`config.mk`:
```
export PLATFORM = sky130hd
export DESIGN_NAME = clk_div_monitor
export DESIGN_NICKNAME = d
export VERILOG_FILES = /design/src/rtl/clk_div_monitor.sv
export SDC_FILE = /design/constraint.sdc
export NUM_CORES = 1
export LEC_CHECK = 0
export CAP_MARGIN = 10
export CELL_PAD_IN_SITES_DETAIL_PLACEMENT = 0
export CELL_PAD_IN_SITES_GLOBAL_PLACEMENT = 1
export CORE_ASPECT_RATIO = 1.25
export CORE_MARGIN = 2
export CORE_UTILIZATION = 42
export CTS_BUF_LIST = sky130_fd_sc_hd__clkbuf_2
export DETAILED_ROUTE_END_ITERATION = 10
export HOLD_SLACK_MARGIN = 0.12
export PLACE_DENSITY = 0.81
export SLEW_MARGIN = 40
export SYNTH_ARGS = -nofsm -noshare
export SYNTH_HDL_FRONTEND = slang
export SYNTH_SLANG_ARGS = --single-unit
```
`constraint.sdc`:
```
create_clock -name clk_in -period 3 [get_ports clk_in]
set_clock_uncertainty 0.15 [all_clocks]
set_input_delay 0.75 -clock clk_in [delete_from_list [all_inputs] [get_ports clk_in]]
set_output_delay 0.75 -clock clk_in [all_outputs]
set_load 0.005 [all_outputs]
```
`src/rtl/clk_div_monitor.sv`:
```
// clk_div_monitor: half-cycle period/duty measurement and lock tracking for a divided clock
module clk_div_monitor #(
    parameter int WIDTH      = 8,
    parameter int DIV_EXPECT = 3,
    parameter int LOCK_CNT   = 4
) (
    input  logic             clk_in,
    input  logic             rst,
    input  logic             clk_div,
    output logic             meas_valid,
    output logic [WIDTH-1:0] period_hc,
    output logic [WIDTH-1:0] high_hc,
    output logic             duty_ok,
    output logic             ratio_ok,
    output logic             locked,
    output logic             timeout
);
    localparam int MW = $clog2(LOCK_CNT + 1);
    localparam logic [WIDTH:0] MAX_HC = {1'b0, {WIDTH{1'b1}}};
    localparam logic [WIDTH:0] PER_EXP = (WIDTH + 1)'(2 * DIV_EXPECT);

    typedef enum logic {ACQUIRE, MEASURE} state_t;

    state_t         state_q;
    logic           h1_q, prev_h2_q;
    logic [WIDTH-1:0] span_q, hi_q, idle_q, seed_span, seed_hi;
    logic [WIDTH:0] span_d, hi_d, idle_d;
    logic [MW-1:0]  match_q, match_d;
    logic           rise_a, rise_b, rise, ovf, duty_d, ratio_d;

    // First-half sample of each clk_in cycle
    always_ff @(negedge clk_in or posedge rst) begin
        if (rst) h1_q <= 1'b0;
        else     h1_q <= clk_div;
    end

    // Split the prev_h2/h1/h2 stream around a rise; the old span gets the samples before it
    always_comb begin
        rise_a    = !prev_h2_q && h1_q;
        rise_b    = !h1_q && clk_div;
        rise      = rise_a || rise_b;
        span_d    = {1'b0, span_q} + (rise_a ? (WIDTH + 1)'(0) : rise_b ? (WIDTH + 1)'(1) : (WIDTH + 1)'(2));
        hi_d      = {1'b0, hi_q} + (rise ? (WIDTH + 1)'(0) : (WIDTH + 1)'(h1_q) + (WIDTH + 1)'(clk_div));
        idle_d    = {1'b0, idle_q} + (WIDTH + 1)'(2);
        ovf       = (state_q == MEASURE) ? (span_d > MAX_HC) : (!rise && idle_d > MAX_HC);
        seed_span = rise_a ? WIDTH'(2) : WIDTH'(1);
        seed_hi   = rise_a ? WIDTH'(1) + WIDTH'(clk_div) : WIDTH'(1);
        duty_d    = {hi_d[WIDTH-1:0], 1'b0} == {1'b0, span_d[WIDTH-1:0]};
        ratio_d   = {1'b0, span_d[WIDTH-1:0]} == PER_EXP;
        match_d   = !(duty_d && ratio_d) ? '0 : (match_q == MW'(LOCK_CNT)) ? match_q : match_q + 1'b1;
    end

    // Acquire/measure FSM with registered measurement, lock and timeout outputs
    always_ff @(posedge clk_in or posedge rst) begin
        if (rst) begin
            state_q    <= ACQUIRE;
            prev_h2_q  <= 1'b0;
            span_q     <= '0;
            hi_q       <= '0;
            idle_q     <= '0;
            match_q    <= '0;
            meas_valid <= 1'b0;
            period_hc  <= '0;
            high_hc    <= '0;
            duty_ok    <= 1'b0;
            ratio_ok   <= 1'b0;
            locked     <= 1'b0;
            timeout    <= 1'b0;
        end else begin
            meas_valid <= 1'b0;
            timeout    <= 1'b0;
            prev_h2_q  <= clk_div;
            if (ovf) begin
                timeout <= 1'b1;
                locked  <= 1'b0;
                match_q <= '0;
                state_q <= ACQUIRE;
                span_q  <= '0;
                hi_q    <= '0;
                idle_q  <= '0;
            end else if (state_q == ACQUIRE) begin
                if (rise) begin
                    state_q <= MEASURE;
                    span_q  <= seed_span;
                    hi_q    <= seed_hi;
                    idle_q  <= '0;
                end else begin
                    idle_q <= idle_d[WIDTH-1:0];
                end
            end else if (rise) begin
                meas_valid <= 1'b1;
                period_hc  <= span_d[WIDTH-1:0];
                high_hc    <= hi_d[WIDTH-1:0];
                duty_ok    <= duty_d;
                ratio_ok   <= ratio_d;
                match_q    <= match_d;
                locked     <= match_d == MW'(LOCK_CNT);
                span_q     <= seed_span;
                hi_q       <= seed_hi;
            end else begin
                span_q <= span_d[WIDTH-1:0];
                hi_q   <= hi_d[WIDTH-1:0];
            end
        end
    end
endmodule
```
### Yosys cells after proc, flatten, opt, wreduce, memory -nomap -nowiden

Index checks and enable logic that the tools add are counted.

* register bits after elaboration: 51
* output and inout bits: 21
* input port bits: 3

* reductions and logical operators: 13
* mux-type cells: 31
* $add $sub $neg: 6
* bitwise gates (word level): 1
* $lt $le $gt $ge: 2
* equality and inequality tests: 5

Operators with widths (count)
* 8-bit two-way mux: 11
* 9-bit by 8-bit > comparator with 1-bit output (second input constant): 2
* 3-bit two-way mux: 5
* 1-bit two-way mux: 10
* 2-bit two-way mux: 5
* 8-bit by 2-bit adder with 9-bit output: 1
* 8-bit by 2-bit adder with 9-bit output (second input constant): 1
* 9-bit by 8-bit == test with 1-bit output: 1
* 8-bit by 2-bit adder with 8-bit output: 1
* 8-bit by 3-bit == test with 1-bit output (second input constant): 1
* 3-bit == test (second input constant): 2
* 1-bit logical AND: 4
* 2-bit nonzero test: 2
* 3-bit by 1-bit adder with 3-bit output (second input constant): 1
* 1-bit zero test: 3
* 3-bit AND reduction: 1
* 3-bit nonzero test: 1
* 1-bit by 1-bit adder with 2-bit output: 1
* 1-bit by 1-bit adder with 2-bit output (first input constant): 1
* 2-bit by 1-bit != test with 1-bit output (second input constant): 1
* 2-bit AND reduction: 1
* 1-bit logical OR: 1
* 1-bit NOT: 1

### Logic depth before layout (Yosys ltp)

* depth after elaboration: 12
* mapped depth: 13
* depth with buffers taken out: 12

==> impl_metrics.toml <==
[status]
status = "complete, but fails checks"
violations = "negative setup slack"

[worst_setup_path]
required_ns = 3.20
path_class = "reg2reg"
r2r_cells = 13
regToRegSetupSlack_ns = -1.58
crit_top_cell = "ha_4"
crit_path_end_kind = "flip-flop"
cp_slowest_cell = "dfrtn_1"
critPathMaxStageDelay_ns = 0.48
critPathLaunchType = "flip-flop"
worstPathCellList = "inv_2, ha_4, nor2_4, ha_4, fa_2, xnor2_2, buf_4, nand3b_1, o21ai_2, mux2_4, o2111ai_4, or3_4, o31ai_4"
r2r_start = "h1_q$_DFF_NP0_"
critPathArrivalTime_ns = 4.78
rr_endpoint = "locked$_DFFE_PP0P_"
critPathMaxFanout = 4

[sta]
hold_slack_ns = 0.360
hold_viol_final = 0
worst_pin_slew_ns = 0.646
rsz0062_at_grt = "yes"
max_slew_margin_pct = 56.9
fin_ws_ns = -1.58
final.setup.tns_ns = -44.53
finalSetupViolCount = 48
drv_slew = 0

[detailed_routing]
first_iter_violations = 146
drc = 0
wirelength_um = 7830
viasPerCell = 5.47
wl_per_cell_um = 16.5
via_count = 2595
ant_nets = 0
dr.pass1.iters = 4

[synthesis]
synth_edf_count = 0
synth.distinct_cells = 57
synth_area_leader_cell = "dfrtp_1"
ys_ff_latch = 50
seq_area_frac_synth_pct = 44.5
ys.flop_type = "dfrtp_1"
netlist_instances = 297
post-synth-top-count-cell = "dfrtp_1"
synth.net_count = 311
netlist_area_sq_um = 2810
post-synth-top-area-fraction_pct = 43.6
synthTopCellsByCount = "dfrtp_1, o21ai_0, nand2_1, nor2_1, xnor2_1"
async_reset_ff_share_pct = 100
ys_top_cells_by_area = "dfrtp_1, o21ai_0, xnor2_1"
yosys_warnings = 0
avgSynthCellArea_sq_um = 9.47

[cells_and_area]
final_nets = 400
drive_gt1_share_pct = 45.0
fin_util_pct = 66.7
syn_to_final_growth_pct = 54.8
n_antenna_cell = 0

[global_route]
grt_antenna_before_repair = 0
grt_pass1_wl_um = 12300
grt_max_degree = 50
track_usage_pct = 21.2
grt_pass1_vias = 2527
grt_overflow = 0

[hold_path]
min_to = "idle_q[3]$_DFFE_PP0P_"
hp-class = "reg2reg"
hold_depth = 1
worst_hold_startpoint = "idle_q[3]$_DFFE_PP0P_"

[power_and_ir_drop]
p_comb_share_pct = 43.5
leakage_nw = 1.79
switchingPower_uw = 708
vdd_drop_max_v = 0.000251
total_power_mw = 2.06
pwr-share-clk_pct = 13.1
intPower_mw = 1.35
p_sw_share_pct = 34.3
seq_power_share_pct = 43.4
powerDensity_nw_per_um2 = 474

[floorplanning]
rows = 33
core-area_sq_um = 6520
pin_count = 24
dieHeight_um = 95.5
die_w_um = 77.2
start_util_pct = 43.1
die_area_sq_um = 7370

[clock_tree]
clock_latency_ns = 0.45
cts.sinks = 50
cts_hold_buf = 0
cts_tree = "yes"
numCtsBuffers = 5
htreeDepth = 2
clk_path_buf_depth = 2
cts_root_buf = "clkbuf_2"
cts.clk_slew.worst_paths_ns = 0.27

[placement]
gp_congestion = 0.785
pre_cts_slack_ns = -1.71
dpl.hpwl_um = 4920
port_buffers = 23

[job]
maxCapViolations = 0
cell families (layout without fill, tap and decap cells):
kind of cell    after synthesis  in the layout  share of synthesized area (%)
fa+ha+maj                    12             12                           5.56
flops                        50             50                           44.5
buf+inv                      26            116                           4.27
mux                           6              6                           2.40
xor+xnor                     23             23                           8.14
compound gates               75             75                           17.1
simple gates                105            105                           18.1
layout make-up:
cell class	instances	area [sq um]
Fill cell	521	2170
Multi-Input combinational cell	221	1970
Sequential cell	50	1250
Timing Repair Buffer	96	935
Tap cell	87	109
Inverter	12	48.8
Clock buffer	6	30.0
Clock inverter	2	8.76
power by group through the flow:
stage	Sequential [mW]	Combinational, mW	Clock [mW]
2_1_floorplan	0.842	0.365	0
3_3_place_gp	0.869	0.645	0
3_5_place_dp	0.874	0.659	0
4_1_cts	0.870	0.790	0.278
5_1_grt	0.911	0.974	0.300
6_report	0.894	0.897	0.271
worst max-delay path by stage:
stage | from | endpoint | cells after the start
after floorplan | h1_q$_DFF_NP0_ | locked$_DFFE_PP0P_ | 12
after global placement | h1_q$_DFF_NP0_ | locked$_DFFE_PP0P_ | 11
after detailed placement | h1_q$_DFF_NP0_ | locked$_DFFE_PP0P_ | 11
after CTS | h1_q$_DFF_NP0_ | locked$_DFFE_PP0P_ | 12
after global routing | h1_q$_DFF_NP0_ | locked$_DFFE_PP0P_ | 12
final | h1_q$_DFF_NP0_ | locked$_DFFE_PP0P_ | 13
cell usage in the layout (no fill, tap or decap), types with 4 or more instances in the layout:
cell type and count:
o21ai_2 11, o21ai_1 23, nand4_1 4, xnor2_2 8, inv_2 4, buf_6 19, nor2_2 5, ha_1 6
inv_1 7, nor2_4 13, clkbuf_2 6, clkdlybuf4s50_1 23, mux2_2 5, and3_1 5, a21oi_2 9, nand3_1 7
o21ai_0 4, nor2_1 12, dfrtp_1 49, ha_4 4, buf_4 48, nand2_1 31, xnor2_1 7
layer usage:
metal  vias to the layer above  global-route usage [%]  part of all wire, %
met5                         -                       0                    0
met2                        52                    40.1                   54
met4                         0                    6.10                  2.2
li1                       1220                       -                    -
met1                      1308                    25.2                   41
met3                        15                    2.65                  2.7
critical path: cells and delay by family (launching register included):
family	cells	cell delay (ns)
buffers and inverters	2	0.23
flip-flops	1	0.48
multiplexers	1	0.19
AO/OA/AOI/OAI	3	0.42
XOR/XNOR	1	0.24
adder cells (fa/ha/maj)	3	0.80
AND/OR/NAND/NOR	3	0.57
sequential cells by signal (all words and copies together), names as in the netlist:
| name | count |
|---|---|
| state_q | 1 |
| high_hc | 8 |
| ratio_ok | 1 |
| period_hc | 8 |
| prev_h2_q | 1 |
| timeout | 1 |
| locked | 1 |
| span_q | 8 |
| h1_q | 1 |
| idle_q | 7 |
| match_q | 3 |
| hi_q | 8 |
| duty_ok | 1 |
| meas_valid | 1 |
repair_timing:
action                                  in CTS  in global routing
hold endpoints to repair                     0                  0
pin swaps                                   16                  7
gates cloned                                 3                  1
setup buffers                               10                 10
gates resized for setup                     78                 81
endpoints found under the setup margin      48                 48
through the flow:
stage	instance area (sq um)	std cells
2_1_floorplan	2880	297
3_3_place_gp	3540	447
3_5_place_dp	3540	447
4_1_cts	3960	467
5_1_grt	4350	474
6_report	4350	474
Power figures use the tool's default switching activity.
